$ cat src/rtl/ctrl_pkg.sv
// Shared types for the multicycle controller: FSM states, opcode classes,
// opcode constants, datapath select encodings and the control-word bundle.
package ctrl_pkg;

  typedef enum logic [3:0] {
    S_FETCH    = 4'd0,
    S_DECODE   = 4'd1,
    S_EXEC_R   = 4'd2,
    S_WB_R     = 4'd3,
    S_EXEC_I   = 4'd4,
    S_WB_I     = 4'd5,
    S_MEM_ADDR = 4'd6,
    S_MEM_RD   = 4'd7,
    S_MEM_WB   = 4'd8,
    S_MEM_WR   = 4'd9,
    S_BRANCH   = 4'd10,
    S_JUMP     = 4'd11,
    S_HALT     = 4'd12
  } state_e;

  typedef enum logic [2:0] {
    C_R    = 3'd0,
    C_I    = 3'd1,
    C_LW   = 3'd2,
    C_SW   = 3'd3,
    C_BR   = 3'd4,
    C_J    = 3'd5,
    C_HALT = 3'd6,
    C_ILL  = 3'd7
  } op_class_e;

  localparam logic [5:0] OP_LW   = 6'b100000;
  localparam logic [5:0] OP_SW   = 6'b100001;
  localparam logic [5:0] OP_BEQ  = 6'b110000;
  localparam logic [5:0] OP_BNE  = 6'b110001;
  localparam logic [5:0] OP_J    = 6'b110010;
  localparam logic [5:0] OP_HALT = 6'b111111;

  localparam logic [1:0] SRCB_REG = 2'b00;
  localparam logic [1:0] SRCB_ONE = 2'b01;
  localparam logic [1:0] SRCB_IMM = 2'b10;

  localparam logic [1:0] PC_PLUS1 = 2'b00;
  localparam logic [1:0] PC_ALU   = 2'b01;
  localparam logic [1:0] PC_JUMP  = 2'b10;

  typedef struct packed {
    logic       sel_ins;
    logic       reg_write;
    logic       reg_dst;
    logic       alu_src_a;
    logic [1:0] alu_src_b;
    logic       mem_write;
    logic       mem_to_reg;
    logic       beq;
    logic [1:0] pc_src;
    logic       pc_write;
    logic       ir_write;
    logic       retire;
    logic       halted;
  } ctrl_t;

endpackage

$ cat src/rtl/ctrl_op_decode.sv
// Combinational opcode classifier: maps the 6-bit opcode onto the
// instruction class the controller dispatches on.
module ctrl_op_decode
  import ctrl_pkg::*;
(
  input  logic [5:0] opcode_i,
  output op_class_e  op_class_o
);

  // Two top bits select the ALU classes; everything else is an exact match
  always_comb begin
    op_class_o = C_ILL;
    case (opcode_i[5:4])
      2'b00: op_class_o = C_R;
      2'b01: op_class_o = C_I;
      default: begin
        case (opcode_i)
          OP_LW:   op_class_o = C_LW;
          OP_SW:   op_class_o = C_SW;
          OP_BEQ:  op_class_o = C_BR;
          OP_BNE:  op_class_o = C_BR;
          OP_J:    op_class_o = C_J;
          OP_HALT: op_class_o = C_HALT;
          default: op_class_o = C_ILL;
        endcase
      end
    endcase
  end

endmodule

$ cat src/rtl/multicycle_control.sv
// Multicycle datapath controller: FETCH/DECODE/EXEC/MEM/WB sequencing,
// retired-instruction counter, sticky illegal-opcode flag and halt state.
module multicycle_control
  import ctrl_pkg::*;
#(
  parameter int unsigned CNT_W = 32
) (
  input  logic             clk,
  input  logic             rst_n,
  input  logic [5:0]       opcode,
  input  logic             alu_flag,
  output logic             sel_ins,
  output logic             reg_write,
  output logic             reg_dst,
  output logic             alu_src_a,
  output logic [1:0]       alu_src_b,
  output logic             mem_write,
  output logic             mem_to_reg,
  output logic             beq,
  output logic [1:0]       pc_src,
  output logic             pc_write,
  output logic             ir_write,
  output logic             retire,
  output logic [CNT_W-1:0] instr_count,
  output logic             illegal,
  output logic             halted
);

  state_e           state_q, state_d;
  logic [CNT_W-1:0] cnt_q, cnt_d;
  logic             ill_q, ill_d;
  op_class_e        op_class_s;
  ctrl_t            ctl_s, ctl_out_s;

  ctrl_op_decode u_op_decode (
    .opcode_i   (opcode),
    .op_class_o (op_class_s)
  );

  // Next-state and Moore output decode; only pc_write in BRANCH looks at alu_flag
  always_comb begin
    state_d = S_FETCH;
    ctl_s   = '0;
    ill_d   = ill_q;
    case (state_q)
      S_FETCH: begin
        ctl_s.ir_write = 1'b1;
        ctl_s.pc_write = 1'b1;
        ctl_s.pc_src   = PC_PLUS1;
        state_d        = S_DECODE;
      end
      S_DECODE: begin
        case (op_class_s)
          C_R:     state_d = S_EXEC_R;
          C_I:     state_d = S_EXEC_I;
          C_LW:    state_d = S_MEM_ADDR;
          C_SW:    state_d = S_MEM_ADDR;
          C_BR:    state_d = S_BRANCH;
          C_J:     state_d = S_JUMP;
          C_HALT:  state_d = S_HALT;
          default: begin
            state_d = S_FETCH;
            ill_d   = 1'b1;
          end
        endcase
      end
      S_EXEC_R: begin
        ctl_s.alu_src_a = 1'b1;
        ctl_s.alu_src_b = SRCB_REG;
        state_d         = S_WB_R;
      end
      S_WB_R: begin
        ctl_s.alu_src_a = 1'b1;
        ctl_s.alu_src_b = SRCB_REG;
        ctl_s.reg_dst   = 1'b1;
        ctl_s.reg_write = 1'b1;
        ctl_s.retire    = 1'b1;
        state_d         = S_FETCH;
      end
      S_EXEC_I: begin
        ctl_s.alu_src_a = 1'b1;
        ctl_s.alu_src_b = SRCB_IMM;
        state_d         = S_WB_I;
      end
      S_WB_I: begin
        ctl_s.alu_src_a = 1'b1;
        ctl_s.alu_src_b = SRCB_IMM;
        ctl_s.reg_write = 1'b1;
        ctl_s.retire    = 1'b1;
        state_d         = S_FETCH;
      end
      S_MEM_ADDR: begin
        ctl_s.alu_src_a = 1'b1;
        ctl_s.alu_src_b = SRCB_IMM;
        // An opcode that changed under us since DECODE falls back to FETCH
        if (op_class_s == C_LW) begin
          state_d = S_MEM_RD;
        end else if (op_class_s == C_SW) begin
          state_d = S_MEM_WR;
        end else begin
          state_d = S_FETCH;
        end
      end
      S_MEM_RD: begin
        ctl_s.sel_ins = 1'b1;
        state_d       = S_MEM_WB;
      end
      S_MEM_WB: begin
        ctl_s.mem_to_reg = 1'b1;
        ctl_s.reg_write  = 1'b1;
        ctl_s.retire     = 1'b1;
        state_d          = S_FETCH;
      end
      S_MEM_WR: begin
        ctl_s.sel_ins   = 1'b1;
        ctl_s.mem_write = 1'b1;
        ctl_s.retire    = 1'b1;
        state_d         = S_FETCH;
      end
      S_BRANCH: begin
        ctl_s.alu_src_a = 1'b1;
        ctl_s.alu_src_b = SRCB_REG;
        ctl_s.beq       = opcode[0];
        ctl_s.pc_src    = PC_JUMP;
        ctl_s.pc_write  = alu_flag ^ opcode[0];
        ctl_s.retire    = 1'b1;
        state_d         = S_FETCH;
      end
      S_JUMP: begin
        ctl_s.pc_src   = PC_JUMP;
        ctl_s.pc_write = 1'b1;
        ctl_s.retire   = 1'b1;
        state_d        = S_FETCH;
      end
      S_HALT: begin
        ctl_s.halted = 1'b1;
        state_d      = S_HALT;
      end
      default: state_d = S_FETCH;
    endcase
  end

  // Force every output low for as long as reset is held, not just after the edge
  always_comb begin
    ctl_out_s = '0;
    if (rst_n) begin
      ctl_out_s = ctl_s;
    end else begin
      ctl_out_s = '0;
    end
  end

  // Retirement counter next value, wrapping naturally at 2^CNT_W
  always_comb begin
    cnt_d = cnt_q;
    if (ctl_s.retire) begin
      cnt_d = cnt_q + {{(CNT_W-1){1'b0}}, 1'b1};
    end else begin
      cnt_d = cnt_q;
    end
  end

  // State, counter and sticky illegal flag
  always_ff @(posedge clk or negedge rst_n) begin
    if (!rst_n) begin
      state_q <= S_FETCH;
      cnt_q   <= '0;
      ill_q   <= 1'b0;
    end else begin
      state_q <= state_d;
      cnt_q   <= cnt_d;
      ill_q   <= ill_d;
    end
  end

  assign sel_ins     = ctl_out_s.sel_ins;
  assign reg_write   = ctl_out_s.reg_write;
  assign reg_dst     = ctl_out_s.reg_dst;
  assign alu_src_a   = ctl_out_s.alu_src_a;
  assign alu_src_b   = ctl_out_s.alu_src_b;
  assign mem_write   = ctl_out_s.mem_write;
  assign mem_to_reg  = ctl_out_s.mem_to_reg;
  assign beq         = ctl_out_s.beq;
  assign pc_src      = ctl_out_s.pc_src;
  assign pc_write    = ctl_out_s.pc_write;
  assign ir_write    = ctl_out_s.ir_write;
  assign retire      = ctl_out_s.retire;
  assign halted      = ctl_out_s.halted;
  assign instr_count = cnt_q;
  assign illegal     = ill_q;

endmodule

$ cat config.mk
export PLATFORM = sky130hd
export DESIGN_NAME = multicycle_control
export DESIGN_NICKNAME = d
export VERILOG_FILES = /design/src/rtl/ctrl_pkg.sv /design/src/rtl/ctrl_op_decode.sv /design/src/rtl/multicycle_control.sv
export SDC_FILE = /design/constraint.sdc
export NUM_CORES = 1
export LEC_CHECK = 0
export CAP_MARGIN = 20
export CORE_MARGIN = 1
export CORE_UTILIZATION = 48
export DETAILED_ROUTE_END_ITERATION = 8
export PLACE_DENSITY = 0.88
export SKIP_LAST_GASP = 1
export SYNTH_ARGS = -nofsm -noshare
export SYNTH_HDL_FRONTEND = slang
export SYNTH_SLANG_ARGS = --single-unit
$ cat constraint.sdc
create_clock -name clk -period 2.3 [get_ports clk]
set_input_delay 0.46 -clock clk [delete_from_list [all_inputs] [get_ports clk]]
set_output_delay 0.46 -clock clk [all_outputs]
set_load 0.01 [all_outputs]
==> flow_metrics.env, run 1 <==
export IMPL_regArea_sq_um=931
export IMPL_finalInstanceArea_sq_mm=0.00283
export IMPL_setup_ws_ns=0.00720
export IMPL_finalHoldViolCount=0
export IMPL_period_needed_ns=2.29
export IMPL_nets=295
export IMPL_maxSlewViolCount=0
export IMPL_synth_cell_type_count=45
export IMPL_totalPowerFinal_uw=2100
export IMPL_worstSkewPairLatency_ns=0.29
export IMPL_critPathKind="in -> out"
export IMPL_n_antenna_cell=0
export IMPL_synth_seq_cells=37
export IMPL_place_area_sq_mm=0.00267
export IMPL_setup_violations=0
export IMPL_hold_path_class="in -> async"
export IMPL_ant_nets=0
export IMPL_gr_total_overflow=0
export IMPL_crit_path_end_kind="output pin"
export IMPL_cts_sinks=37
export IMPL_switching_power_uw=733
export IMPL_multi_input_area_sq_mm=0.00107
export IMPL_p_leak_uw=0.00128
export IMPL_combPwrFrac_pct=39.8
export IMPL_grt_pass1_vias=1703
export IMPL_synthCells=214
export IMPL_p_sw_share_pct=35.0
export IMPL_vias=1848
export IMPL_cts_path_max_buffers=2
export IMPL_die_x_um=67.1
export IMPL_gp_congestion=0.850
export IMPL_cts_tree="built"
export IMPL_io_pins=57
export IMPL_synth_top_area_share_pct=45.5
export IMPL_drt_iter0_drc=90
export IMPL_die_h_um=67.1
export IMPL_dieArea_sq_mm=0.00451
export IMPL_synth_simple_area_share_pct=27.5
export IMPL_setup_tns_final_ns=0
export IMPL_routedWlPerCell_um=14.3
export IMPL_holdWs_ns=0.0178
export IMPL_dr_pass1_iters=4
export IMPL_synth_yosys_seq_area_share_pct=45.5
export IMPL_ir_worst_vdd_mv=0.620
export IMPL_async_flop_share_pct=100
export IMPL_grt_first_pass_wirelength_mm=7.71
export IMPL_worstPathMaxFanout=3
export IMPL_clk_pin_slew_worst_paths_ns=0.06
export IMPL_period_share_pct=99.7
export IMPL_power_density_mw_per_mm2=742
export IMPL_syn_to_final_growth_pct=38.8
export IMPL_drive_gt1_share_pct=14.3
export IMPL_rows=23
export IMPL_synthTopCellsByArea="dfrtp_1 45%, xnor2_1 9.5%, nand2_1 3.9%"
export IMPL_grt_antenna_before_repair=0
export IMPL_wirelength_mm=4.81
export IMPL_cts_root_buf="clkbuf_8"
export IMPL_avgSynthCellArea_sq_um=9.51
export IMPL_rsz0062_at_grt="yes"
export IMPL_intPower_uw=1360
export IMPL_cts_made_buffers=5
export IMPL_skew_ns=0.00520
export IMPL_io_buffers=54
export IMPL_synthXorXnorAreaFrac_pct=14.1
export IMPL_cp_data_arrival_time_ns=1.83
export IMPL_ys_warnings_count=0
export IMPL_grt_usage_pct=22.9
export IMPL_synthMuxAreaShare_pct=0.553
export IMPL_synth_area_sq_mm=0.00204
export IMPL_synth_edf_count=0
export IMPL_n_fill_cell=300
export IMPL_seq_power_share_pct=39.8
export IMPL_max_freq_mhz=436
export IMPL_maxCapViolations=0
export IMPL_dp_slack_ns=0.00637
export IMPL_grt_max_degree=33
export IMPL_vias_per_cell=5.50
export IMPL_cp_data_required_time_ns=1.84
export IMPL_synth_compound_area_share_pct=8.17
export IMPL_synth_adder_area_share_pct=1.11
export IMPL_core_area_sq_mm=0.00403
export IMPL_drc=0
export IMPL_cts_htree_levels=2
export IMPL_yosysTopAreaCell="dfrtp_1"
export IMPL_hpwl_mm=3.45
export IMPL_synth_flop_cell="dfrtp_1"
export IMPL_synth_top_family_by_area="simple AND/OR/NAND/NOR gates"
export IMPL_outcome="complete, no violations"
export IMPL_p_clk_share_pct=20.4
export IMPL_start_kind="input pin"
export IMPL_start_util_pct=50.5
==> cells in the mapped netlist, drive strengths merged (2+ instances only) <==
library cell / instances
clkbuf: 5
and2: 4
nand4: 6
nor2: 20
dfrtp: 37
nor2b: 4
nor4: 4
nand2: 21
nand3: 15
o21ai: 7
and4: 3
a21oi: 5
nor3: 6
inv: 5
xor2: 9
nand2b: 5
xnor2: 23
and3: 11
buf: 3
o21a: 2
==> path summary, 6_finish.rpt <==
| path | endpoint | slack (ns) | startpoint | cells after the start |
|---|---|---|---|---|
| max | pc_write | 0.007 | opcode[0] | 5 |
| min | state_q[0]$_DFF_PN0_ | 0.02 | rst_n | 1 |
| max reg2reg | instr_count[26]$_DFFE_PN0N_ | 0.33 | state_q[1]$_DFF_PN0_ | 6 |
| min reg2reg | instr_count[31]$_DFFE_PN0N_ | 0.46 | instr_count[31]$_DFFE_PN0N_ | 1 |
| max in group asynchronous | instr_count[27]$_DFFE_PN0N_ | 1.64 | rst_n | 2 |
| min in group clk | instr_count[31]$_DFFE_PN0N_ | 0.46 | instr_count[31]$_DFFE_PN0N_ | 1 |
==> per-layer routing <==
layer / up-vias / wire, um / global-route usage, %
met5: - / 0 / 0
met4: 0 / 55 / 9.57
met3: 6 / 202 / 4.79
met2: 51 / 2380 / 36.3
met1: 902 / 2170 / 30.1
li1: 889 / - / -
==> power groups by stage <==
stage | combinational [uW] | clock, uW | sequential (uW)
after floorplan | 416 | 0 | 810
after global placement | 717 | 0 | 845
after detailed placement | 734 | 0 | 847
after CTS | 792 | 435 | 833
after global routing | 913 | 456 | 841
final | 835 | 429 | 834
==> cell type report <==
cell class,instances,share of cell area (%)
repair buffers,71,23.3
clock buffers,8,2.83
inverters,5,0.664
multi-input cells,165,38.0
well taps,50,2.21
flip-flops and latches,37,32.9
==> stage by stage <==
step,util [%],std cells
final,70.2,336
after global routing,70.2,336
after CTS,69.5,334
after detailed placement,66.4,321
after global placement,66.4,321
after floorplan,-,215
==> registers in the layout, summed over array words and instances (netlist names) <==
signal       flops
instr_count     32
illegal          1
state_q          4
==> worst max-delay path, cell delays in order <==
cell and delay, ns:
clkdlybuf4s50_1 0.53, xnor2_1 0.13, nand2b_1 0.07, a21o_1 0.17, clkdlybuf4s50_1 0.47
==> cells by family (layout without fill, tap and decap cells) <==
logic type	count (synthesis)	in the layout
mux	1	1
other cells	1	2
simple gates	104	104
compound gates	24	24
fa+ha+maj	2	2
flops	37	37
buf+inv	13	84
xor+xnor	32	32
==> placed cells by master, fill, tap and decap left out, drive strengths merged, types with 2 or more instances in the layout <==
| master | instances |
|---|---|
| a21oi | 5 |
| and2 | 4 |
| and3 | 11 |
| and4 | 3 |
| buf | 17 |
| clkbuf | 9 |
| clkdlybuf4s50 | 48 |
| conb | 2 |
| dfrtp | 37 |
| dlygate4sd2 | 3 |
| dlymetal6s2s | 2 |
| inv | 5 |
| nand2 | 21 |
| nand2b | 5 |
| nand3 | 15 |
| nand4 | 6 |
| nor2 | 20 |
| nor2b | 4 |
| nor3 | 6 |
| nor4 | 4 |
| o21a | 2 |
| o21ai | 7 |
| xnor2 | 23 |
| xor2 | 9 |
==> timing repair <==
action                                  CTS  global route
hold buffers                              0             0
gates resized for setup                  12             4
setup buffers                             5             2
endpoints found under the setup margin    9             7
No activity file was read; power rests on OpenSTA's default activity.
==> inputs of run 2 (changes only) <==
REMOVE_ABC_BUFFERS = 1   (was not set)
==> run 2 against run 1 <==
Against the previous run: cell count up 2.1%; global-route usage up 1.3 points; count of clock-buffer cells in the layout down 1; non-clock buffer count up 8.
==> flow_metrics.env, run 2 (synthesis results as in run 1) <==
export IMPL_rsz0062_at_grt="yes"
export IMPL_tightest_slew_ns=0.511
export IMPL_crit_buf_inv=1
export IMPL_period_needed_ns=2.29
export IMPL_skew_ns=0.00800
export IMPL_hold_buffers=0
export IMPL_start_util_pct=50.5
export IMPL_totalPowerFinal_uw=2230
export IMPL_critPathKind="reg -> out"
export IMPL_drive_gt1_share_pct=17.1
export IMPL_rows=23
export IMPL_grt_antenna_before_repair=0
export IMPL_grt_first_pass_wirelength_mm=8.09
export IMPL_gr_total_overflow=0
export IMPL_ff2ff_setup_slack_ns=0.24
export IMPL_start_kind="register"
export IMPL_routedWlPerCell_um=15.7
export IMPL_grt_pass1_vias=1760
export IMPL_cts_made_buffers=5
export IMPL_vias=1894
export IMPL_die_h_um=67.1
export IMPL_slew_headroom_pct=65.9
export IMPL_cp_data_required_time_ns=1.84
export IMPL_dr_pass1_iters=4
export IMPL_critPathMaxStageDelay_ns=0.50
export IMPL_period_share_pct=99.6
export IMPL_setup_tns_final_ns=0
export IMPL_outcome="complete, no violations"
export IMPL_ant_nets=0
export IMPL_grt_usage_pct=24.2
export IMPL_cts_htree_levels=2
export IMPL_setup_violations=0
export IMPL_power_density_mw_per_mm2=764
export IMPL_cp_slowest_cell="clkdlybuf4s50_1"
export IMPL_io_buffers=54
export IMPL_vias_per_cell=5.52
export IMPL_maxCapViolations=0
export IMPL_timing_rr_start="state_q[1]$_DFF_PN0_"
export IMPL_gp_congestion=0.965
export IMPL_cts_sinks=37
export IMPL_io_pins=57
export IMPL_final_cells=343
export IMPL_dieArea_sq_mm=0.00451
export IMPL_worstSkewPairLatency_ns=0.28
export IMPL_crit_path_end_kind="output pin"
export IMPL_hpwl_mm=3.58
export IMPL_drt_iter0_drc=193
export IMPL_ir_worst_vdd_mv=0.736
export IMPL_grt_most_used_layer="met2"
export IMPL_cp_data_arrival_time_ns=1.83
export IMPL_met2_usage_pct=39.3
export IMPL_p_leak_uw=0.00140
export IMPL_grt_max_degree=25
export IMPL_cts_path_max_buffers=2
export IMPL_core_area_sq_mm=0.00403
export IMPL_drc=0
export IMPL_cts_tree="built"
export IMPL_r2r_end="instr_count[26]$_DFFE_PN0N_"
export IMPL_hold_path_class="in -> async"
export IMPL_maxSlewViolCount=0
export IMPL_max_freq_mhz=437
export IMPL_wirelength_mm=5.39
export IMPL_use_met3_pct=4.62
export IMPL_die_x_um=67.1
export IMPL_layout_common_cells="45 x clkdlybuf4s50_1, 33 x dfrtp_1, 24 x buf_4"
export IMPL_final_common_cell="clkdlybuf4s50_1"
export IMPL_cp_cell_sequence="a21oi_1 > o22ai_2 > and2_1 > clkdlybuf4s50_1"
export IMPL_largest_reg_flops=32
export IMPL_finalHoldViolCount=0
export IMPL_clk_pin_slew_worst_paths_ns=0.07
export IMPL_reg2reg_depth=6
export IMPL_placed_cells=322
export IMPL_worstPathMaxFanout=7
export IMPL_syn_to_final_growth_pct=43.2
export IMPL_cts_root_buf="clkbuf_8"
export IMPL_cp_top_family="buffers and inverters"
export IMPL_n_antenna_cell=0
export IMPL_nets=303
export IMPL_use_met1_pct=30.8
[run 2: cell types whose count changed in the layout (fill, tap and decap cells not counted), sizes merged]
cell | previous run | this run
dlymetal6s2s | 2 | 7
dlygate4sd2 | 3 | 1
clkdlybuf4s50 | 48 | 45
buf | 17 | 25
clkbuf | 9 | 8
[run 2: area by class of cell]
type | count | area (sq um)
clock buffers | 7 | 86.3
fillers | 274 | 1110
well taps | 50 | 62.6
inverters | 5 | 18.8
multi-input cells | 165 | 1080
flip-flops and latches | 37 | 931
repair buffers | 79 | 737
[run 2: how the worst max path moves through the flow]
stage                    startpoint                     endpoint  slack [ns]  cells past startpoint
4_1_cts        state_q[3]$_DFF_PN0_                    reg_write       -0.03                      5
3_5_place_dp              opcode[0]                     pc_write       -0.01                      5
5_1_grt        state_q[3]$_DFF_PN0_                      reg_dst       -0.06                      5
2_1_floorplan  state_q[1]$_DFF_PN0_  instr_count[26]$_DFFE_PN0N_        0.45                      5
3_3_place_gp              opcode[0]                     pc_write        0.04                      5
6_report       state_q[1]$_DFF_PN0_                       retire        0.01                      4
[run 2: what timing repair did]
item	4_1_cts	5_1_grt
resized for setup	8	10
setup buffers	5	9
endpoints found under the hold margin	0	0
setup endpoints to repair	8	8
[run 2: report_power, final]
| group | switching [uW] | internal, uW |
|---|---|---|
| logic | 470 | 500 |
| clock network | 204 | 237 |
| registers | 92.2 | 726 |
| total | 766 | 1460 |
[run 2: through the flow]
step / hold WS [ns] / util, % / area, sq um / setup slack [ns]
CTS: 0.0130 / 70.0 / 2820 / -0.0343
global placement: 0.315 / 66.6 / 2680 / 0.0429
global route: 0.0103 / 72.4 / 2920 / -0.0616
detailed placement: 0.311 / 66.6 / 2680 / -0.0124
floorplan: 0.164 / - / 2000 / 0.455
finish: 0.0166 / 72.4 / 2920 / 0.00991
[run 2: layer usage]
layer  vias to the layer above  routed length [um]
met5                         -                   0
met1                       909                2320
met3                        14                 251
li1                        894                   -
met2                        77                2690
met4                         0                 129
==> inputs of run 3 (changes only) <==
SLEW_MARGIN = 20   (was not set)
==> results of run 3 <==
Same layout as run 2: the final DEF is identical, and so are final timing and power.
